===== src/rtl/grant_locked_mux_pkg.sv =====
// Shared definitions for grant_locked_mux: FSM state encoding and the depth
// of the optional output skid buffer.
package grant_locked_mux_pkg;

    // IDLE arbitrates every cycle; LOCKED holds one channel until its last beat.
    typedef enum logic {
        STATE_IDLE   = 1'b0,
        STATE_LOCKED = 1'b1
    } state_e;

    // Two entries let the slice take a new beat every cycle while its
    // ready is a pure register output.
    localparam int SKID_DEPTH = 2;

endpackage


===== src/rtl/grant_locked_mux_skid_buffer.sv =====
// Two-entry skid buffer used as the optional output slice of grant_locked_mux.
// in_ready is a registered "not full", so out_ready has no combinational path
// back to the producer. Only instantiated when GRANT_LOCKED_MUX_OUTPUT_SLICE_EN
// is defined.
// Handshake: a beat moves on any cycle where valid and ready are both high;
// a producer holding valid keeps its payload stable until it moves.
module skid_buffer
    import grant_locked_mux_pkg::*;
#(
    parameter int WIDTH = 9
) (
    input  logic             clock,
    input  logic             resetn,
    input  logic             in_valid,
    output logic             in_ready,
    input  logic [WIDTH-1:0] in_data,
    output logic             out_valid,
    input  logic             out_ready,
    output logic [WIDTH-1:0] out_data
);

    localparam int PW = $clog2(SKID_DEPTH);
    localparam int CW = $clog2(SKID_DEPTH + 1);

    logic [WIDTH-1:0] mem_q [SKID_DEPTH];
    logic [WIDTH-1:0] mem_d [SKID_DEPTH];
    logic [PW-1:0]    wr_ptr_q, wr_ptr_d;
    logic [PW-1:0]    rd_ptr_q, rd_ptr_d;
    logic [CW-1:0]    count_q, count_d;
    logic             ready_q, ready_d;
    logic             push, pop;

    assign push      = in_valid & ready_q;
    assign pop       = (count_q != '0) & out_ready;
    assign in_ready  = ready_q;
    assign out_valid = (count_q != '0);
    assign out_data  = mem_q[rd_ptr_q];

    // Next-state of the FIFO storage, pointers, occupancy and ready flag.
    always_comb begin
        mem_d    = mem_q;
        wr_ptr_d = wr_ptr_q;
        rd_ptr_d = rd_ptr_q;
        if (push) begin
            mem_d[wr_ptr_q] = in_data;
            wr_ptr_d = (wr_ptr_q == PW'(SKID_DEPTH - 1)) ? '0 : wr_ptr_q + 1'b1;
        end
        if (pop) begin
            rd_ptr_d = (rd_ptr_q == PW'(SKID_DEPTH - 1)) ? '0 : rd_ptr_q + 1'b1;
        end
        count_d = count_q + CW'(push) - CW'(pop);
        ready_d = (count_d != CW'(SKID_DEPTH));
    end

    // Register the buffer; storage clears on reset so the outputs read zero.
    always_ff @(posedge clock or negedge resetn) begin
        if (!resetn) begin
            for (int i = 0; i < SKID_DEPTH; i++) mem_q[i] <= '0;
            wr_ptr_q <= '0;
            rd_ptr_q <= '0;
            count_q  <= '0;
            ready_q  <= 1'b1;
        end else begin
            mem_q    <= mem_d;
            wr_ptr_q <= wr_ptr_d;
            rd_ptr_q <= rd_ptr_d;
            count_q  <= count_d;
            ready_q  <= ready_d;
        end
    end

endmodule


===== src/rtl/grant_locked_mux.sv =====
// grant_locked_mux: routes the channel granted by an external one-hot arbiter
// onto one valid/ready stream and holds that grant until a last beat moves,
// so packets never interleave and a stalled beat stays put.
// Optional feature: define GRANT_LOCKED_MUX_OUTPUT_SLICE_EN to register all
// outputs through a two-entry skid buffer (one cycle of latency).
// Handshake: a beat moves on any cycle where valid and ready are both high;
// a producer holding valid keeps its payload stable until it moves.
module grant_locked_mux
    import grant_locked_mux_pkg::*;
#(
    parameter int SIZE  = 4,
    parameter int WIDTH = 8
) (
    input  logic                  clock,
    input  logic                  resetn,
    input  logic [SIZE-1:0]       input_valid,
    input  logic [SIZE*WIDTH-1:0] input_data,
    input  logic [SIZE-1:0]       input_last,
    output logic [SIZE-1:0]       input_ready,
    output logic [SIZE-1:0]       arbiter_requests,
    input  logic [SIZE-1:0]       arbiter_grant,
    output logic                  output_valid,
    output logic [WIDTH-1:0]      output_data,
    output logic                  output_last,
    input  logic                  output_ready
);

    state_e          state_q, state_d;
    logic [SIZE-1:0] locked_grant_q, locked_grant_d;
    logic [SIZE-1:0] select;
    logic            mux_valid;
    logic            mux_valid_out;
    logic [WIDTH-1:0] mux_data;
    logic            mux_last;
    logic            sink_ready;
    logic            xfer;

    // Selection follows the arbiter while idle and the locked channel otherwise;
    // requests are withheld while locked so the arbiter's history is frozen.
    always_comb begin
        if (state_q == STATE_IDLE) begin
            select           = arbiter_grant & input_valid;
            arbiter_requests = input_valid;
        end else begin
            select           = locked_grant_q;
            arbiter_requests = '0;
        end
    end

    // One-hot AND-OR mux of data and last; all zero when nothing is selected.
    always_comb begin
        mux_data = '0;
        mux_last = 1'b0;
        for (int i = 0; i < SIZE; i++) begin
            mux_data = mux_data | (input_data[i*WIDTH +: WIDTH] & {WIDTH{select[i]}});
            mux_last = mux_last | (input_last[i] & select[i]);
        end
    end

    assign mux_valid     = |(select & input_valid);
    // Nothing is offered or accepted while reset is asserted.
    assign mux_valid_out = mux_valid & resetn;
    assign input_ready   = select & {SIZE{sink_ready & resetn}};
    assign xfer          = mux_valid & sink_ready;

`ifdef GRANT_LOCKED_MUX_OUTPUT_SLICE_EN
    logic slice_ready;

    skid_buffer #(
        .WIDTH (WIDTH + 1)
    ) u_skid_buffer (
        .clock     (clock),
        .resetn    (resetn),
        .in_valid  (mux_valid_out),
        .in_ready  (slice_ready),
        .in_data   ({mux_last, mux_data}),
        .out_valid (output_valid),
        .out_ready (output_ready),
        .out_data  ({output_last, output_data})
    );

    assign sink_ready = slice_ready;
`else
    assign sink_ready   = output_ready;
    assign output_valid = mux_valid_out;
    assign output_data  = mux_data;
    assign output_last  = mux_last;
`endif

    // Lock on any offered beat that does not complete a packet this cycle;
    // release once a last beat of the locked channel transfers.
    always_comb begin
        state_d        = state_q;
        locked_grant_d = locked_grant_q;
        case (state_q)
            STATE_IDLE: begin
                if (mux_valid && !(xfer && mux_last)) begin
                    state_d        = STATE_LOCKED;
                    locked_grant_d = select;
                end
            end
            STATE_LOCKED: begin
                if (xfer && mux_last) begin
                    state_d        = STATE_IDLE;
                    locked_grant_d = '0;
                end
            end
            default: begin
                state_d        = STATE_IDLE;
                locked_grant_d = '0;
            end
        endcase
    end

    // FSM state and locked grant registers.
    always_ff @(posedge clock or negedge resetn) begin
        if (!resetn) begin
            state_q        <= STATE_IDLE;
            locked_grant_q <= '0;
        end else begin
            state_q        <= state_d;
            locked_grant_q <= locked_grant_d;
        end
    end

endmodule

===== config.mk =====
export PLATFORM = sky130hd
export DESIGN_NAME = grant_locked_mux
export DESIGN_NICKNAME = d
export VERILOG_FILES = /design/src/rtl/grant_locked_mux_pkg.sv /design/src/rtl/grant_locked_mux_skid_buffer.sv /design/src/rtl/grant_locked_mux.sv
export SDC_FILE = /design/constraint.sdc
export NUM_CORES = 1
export LEC_CHECK = 0
export CELL_PAD_IN_SITES_DETAIL_PLACEMENT = 0
export CELL_PAD_IN_SITES_GLOBAL_PLACEMENT = 1
export CORE_MARGIN = 10
export CORE_UTILIZATION = 18
export DETAILED_ROUTE_END_ITERATION = 10
export PLACE_DENSITY_LB_ADDON = 0.12
export SYNTH_ARGS = -nofsm -noshare
export SYNTH_HDL_FRONTEND = slang
export SYNTH_SLANG_ARGS = --single-unit

===== constraint.sdc =====
create_clock -name clock -period 3.55 [get_ports clock]
set_input_delay 1.065 -clock clock [delete_from_list [all_inputs] [get_ports clock]]
set_output_delay 1.065 -clock clock [all_outputs]
set_load 0.05 [all_outputs]

# Word level (Yosys, flattened, before mapping)
# Cells that the tools add are included.
op_classes:
  n_mux: 8
  n_bitwise: 21
  eq_ne: 2
  n_reduce_logical: 5
ops:
  columns: ["cell", "count"]
  rows:
  - ["AND 8 bit", 4]
  - ["bitwise OR 8 bit", 3]
  - ["two-way mux 4 bit", 4]
  - ["AND 4 bit", 3]
  - ["one-hot mux 4 bit (2 select lines)", 1]
  - ["AND 1 bit", 7]
  - ["inequality test 2 x 1 -> 1 bit, second input constant", 2]
  - ["OR reduction 4 bit", 1]
  - ["bitwise OR 1 bit", 3]
  - ["logical AND 1 bit", 2]
  - ["two-way mux 1 bit", 2]
  - ["one-hot mux 1 bit (2 select lines)", 1]
  - ["AND reduction 2 bit", 1]
  - ["zero test 1 bit", 1]
  - ["NOT 1 bit", 1]
totals:
  register_bits: 5
  word_cells: 38
  out_inout_bits: 18
  inputBits: 47

# Logic depth before layout (Yosys ltp)
depth:
  ltp_word: 11
  depth_mapped: 6
  mapped_depth_nobuf: 5

# Least setup slack after synthesis
# Ideal clock, no wire load.
synth_path:
  kind: "in2out"
  from: "input input_valid[1]"
  to: "output input_ready[1]"
  stages: 4
  path_buffers: 1
  t_arrival_ps: 2831
  path_slack_ps: -346
  path_cell_list: "nor2b_1 a22o_1 clkbuf_1 and3_1"
synth_via:
  elab_chain_cells: 3
synth_lines:
  columns: ["element", "line_no", "source"]
  rows:
  - ["start: declaration", "grant_locked_mux.sv:16", "input logic [SIZE-1:0] input_valid,"]
  - ["AND 4 bit", "grant_locked_mux.sv:42", "select = arbiter_grant & input_valid;"]
  - ["two-way mux 4 bit", "grant_locked_mux.sv:41", "if (state_q == STATE_IDLE) begin"]
  - ["AND 4 bit", "grant_locked_mux.sv:63", "assign input_ready = select & {SIZE{sink_ready & resetn}};"]
  - ["end: declaration", "grant_locked_mux.sv:19", "output logic [SIZE-1:0] input_ready,"]
# Every way passes these cells.

# Worst setup path in the final report
layout_path:
  from: "input arbiter_grant[0]"
  to: "output output_data[3]"
layout_via:
  elab_chain_cells: 6
layout_lines:
  columns: ["element", "line_no", "source"]
  rows:
  - ["start: declaration", "grant_locked_mux.sv:21", "input logic [SIZE-1:0] arbiter_grant,"]
  - ["AND 4 bit", "grant_locked_mux.sv:42", null]
  - ["two-way mux 4 bit", "grant_locked_mux.sv:41", null]
  - ["AND 8 bit", "grant_locked_mux.sv:55", "mux_data = mux_data | (input_data[i*WIDTH +: WIDTH] & {WIDTH{select[i]}});"]
  - ["bitwise OR 8 bit (3 in series)", "grant_locked_mux.sv:55", null]
  - ["end: declaration", "grant_locked_mux.sv:23", "output logic [WIDTH-1:0] output_data,"]
# Every way passes these cells.

==> reports/qor.txt <==
Critical path origin -> arbiter_grant[0]
Max-slew headroom -> 60.3%
WHS Path Cells -> 1
Die Area -> 5950 um2
Syn Area/Cell -> 8.28 um2
critical path type -> in -> out
CP arrival -> 2.48 ns
DRT iter0 DRCs -> 16
commonest non-fill, non-tap cells in the layout -> clkdlybuf4s50_1 (41), buf_12 (17), buf_4 (11)
Syn-to-layout area delta -> 187%
initial core utilization -> 19.1%
Synth Area in Compound Gates -> 46.2%
via count -> 901
reg2reg start -> state_q
Final min period -> 3.55 ns
Leak Pwr -> 0.768 nW
dpl hpwl -> 2.71 mm
min-delay src -> locked_grant_q[3]
wire length per cell -> 17.2 um
drt drc -> 0
combinational family with the most area after synthesis -> compound AO/OA/AOI/OAI gates
Critical Path Source Type -> input port
largest cells by area after synthesis -> a22oi_1 (22%), dfrtp_1 (21%), a22o_1 (8.9%)
Place WS -> -0.0643 ns
commonest non-fill, non-tap cell in the layout -> clkdlybuf4s50_1
Pwr per Cell Area -> 902 nW/um2
worst setup margin -> 0.00469 ns
RSZ-0062 raised after global routing -> true
clock tree sinks -> 5
Antenna Violating Nets Remaining -> 0
htree depth -> 1
Mapped Area -> 588 um2
ANT cells -> 0
CP Max Fanout -> 10
Worst Tran Pin Value -> 0.596 ns
RR Endpoint -> state_q
1st-pass router iterations -> 4
IO Port Bufs -> 64
antenna violations before repair -> 0
post-synth top area cell -> a22oi_1
syn nets -> 118
Clock Latency Late Sink -> 0.24 ns
die width -> 77.2 um
required time worst endpoint -> 2.48 ns
vias per cell -> 4.69
final hold vios -> 0
Reg2Reg Setup Slack -> 1.48 ns
Clk pin slew, worst setup/hold paths -> 0.04 ns
crit path to -> output_data[3]
Layout Cells excl Fill -> 192
mux cell area share after synthesis -> 6.38%
routed wire length -> 3.30 mm
IO Count -> 65
nets@finish -> 196
Worst VDD drop -> 0.472 mV
Synth Area in Adders -> 0%
vias in the first global route -> 968
Mapped Cells -> 71
register area share after synthesis -> 21.3%
gr ovfl total -> 0
#FFs+latches synth -> 5
Netlist cell types -> 23
Placer Congestion -> 0.762
Root Buffer -> clkbuf_4
worst min path class -> reg -> reg
Max-Cap Viols -> 0
CP endpoint kind -> primary output
status -> finished clean
FP Rows -> 20
TritonCTS clock tree -> built
worst r2r path cells -> 5
Final setup viols -> 0
Max Root-Sink Buffers -> 2
global-route wire length before repair -> 5.16 mm
Yosys warning count -> 0
Total GRT Usage -> 10.6%
Simple-Gate Fraction of Synth Area -> 21.7%
final period utilization -> 99.9%
placed standard-cell area -> 1550 um2
filler cell count -> 288
max-slew violation count -> 0
cts bufs inserted -> 3
post-route design area -> 1690 um2
share of cells above drive strength 1 -> 37.8%
Max Clock Freq -> 0.282 GHz
core footprint -> 3080 um2
largest net degree at the start of global routing -> 16
Synth Area in XOR/XNOR -> 0%
Cells after DPL -> 187
Die Ht -> 77.2 um
Synth top area share -> 21.7%
Final Skew -> 0.00353 ns
[where the power goes]
| group | switching [W] | internal (W) | leakage, nW |
|---|---|---|---|
| clock network | 0.0000224 | 0.0000424 | 0.0150 |
| registers | 0.0000544 | 0.0000848 | 0.0595 |
| logic | 0.000660 | 0.000656 | 0.694 |
| total | 0.000737 | 0.000783 | 0.768 |
[state kept, by name, indices dropped and copies added, names as in the netlist]
register / cells
locked_grant_q: 4
state_q: 1
[per-layer routing]
layer | share of wire [%] | global-route usage, %
met1 | 38 | 11.3
met2 | 55 | 19.6
met3 | 4.4 | 1.86
met4 | 1.8 | 4.93
met5 | 0 | 0
[timing repair]
item                       CTS  global route
pin swaps                    2            14
hold buffers                 0             0
resized for setup            2            26
setup endpoints to repair   11            10
setup buffers                1             0
[how the worst min path moves through the flow]
stage | to | slack (ns)
2_1_floorplan | locked_grant_q[1] | 0.51
3_3_place_gp | locked_grant_q[1] | 0.56
3_5_place_dp | locked_grant_q[3] | 0.56
4_1_cts | locked_grant_q[3] | 0.57
5_1_grt | locked_grant_q[1] | 0.62
6_report | locked_grant_q[3] | 0.58
[cells by family after synthesis]
family | count (synthesis)
and+or+nand+nor | 24
muxes | 3
buffers and inverters | 6
AOI/OAI and AO/OA | 33
DFF | 5
[cell type report]
class                           count  area (um2)  share of cell area (%)
Inverter                            1        3.75                   0.223
Tap cell                           44        55.1                    3.27
Sequential cell                     5         125                    7.42
Multi-Input combinational cell     60         517                    30.7
Timing Repair Buffer               78         958                    56.9
Clock buffer                        4        26.3                    1.56
[cell usage after synthesis (all sizes together)]
library cell,instances
o211ai,1
mux2,3
a221oi,1
buf,1
and2,1
nor2b,4
a211oi,1
a22o,6
a32oi,1
a22oi,18
a21o,3
clkbuf,4
and3b,3
a21oi,1
dfrtp,5
inv,1
and3,4
nand2,11
a32o,1
nor2,1
[per-stage QoR]
step           hold WS [ns]  utilization [%]  TNS (ns)  power, W
2_1_floorplan         0.505                -         0  0.000753
3_3_place_gp          0.563             50.2   -0.0884   0.00137
3_5_place_dp          0.561             50.2    -0.456   0.00137
4_1_cts               0.574             51.4   -0.0382   0.00145
5_1_grt               0.619             54.8    -0.269   0.00160
6_report              0.582             54.8         0   0.00152
[critical path: stages]
cell	delay [ns]
clkdlybuf4s50_1	0.44
and3b_1	0.23
a21o_4	0.24
a22oi_1	0.21
nand2_1	0.13
buf_12	0.16
Note: power is estimated with default switching activity, not from simulation.
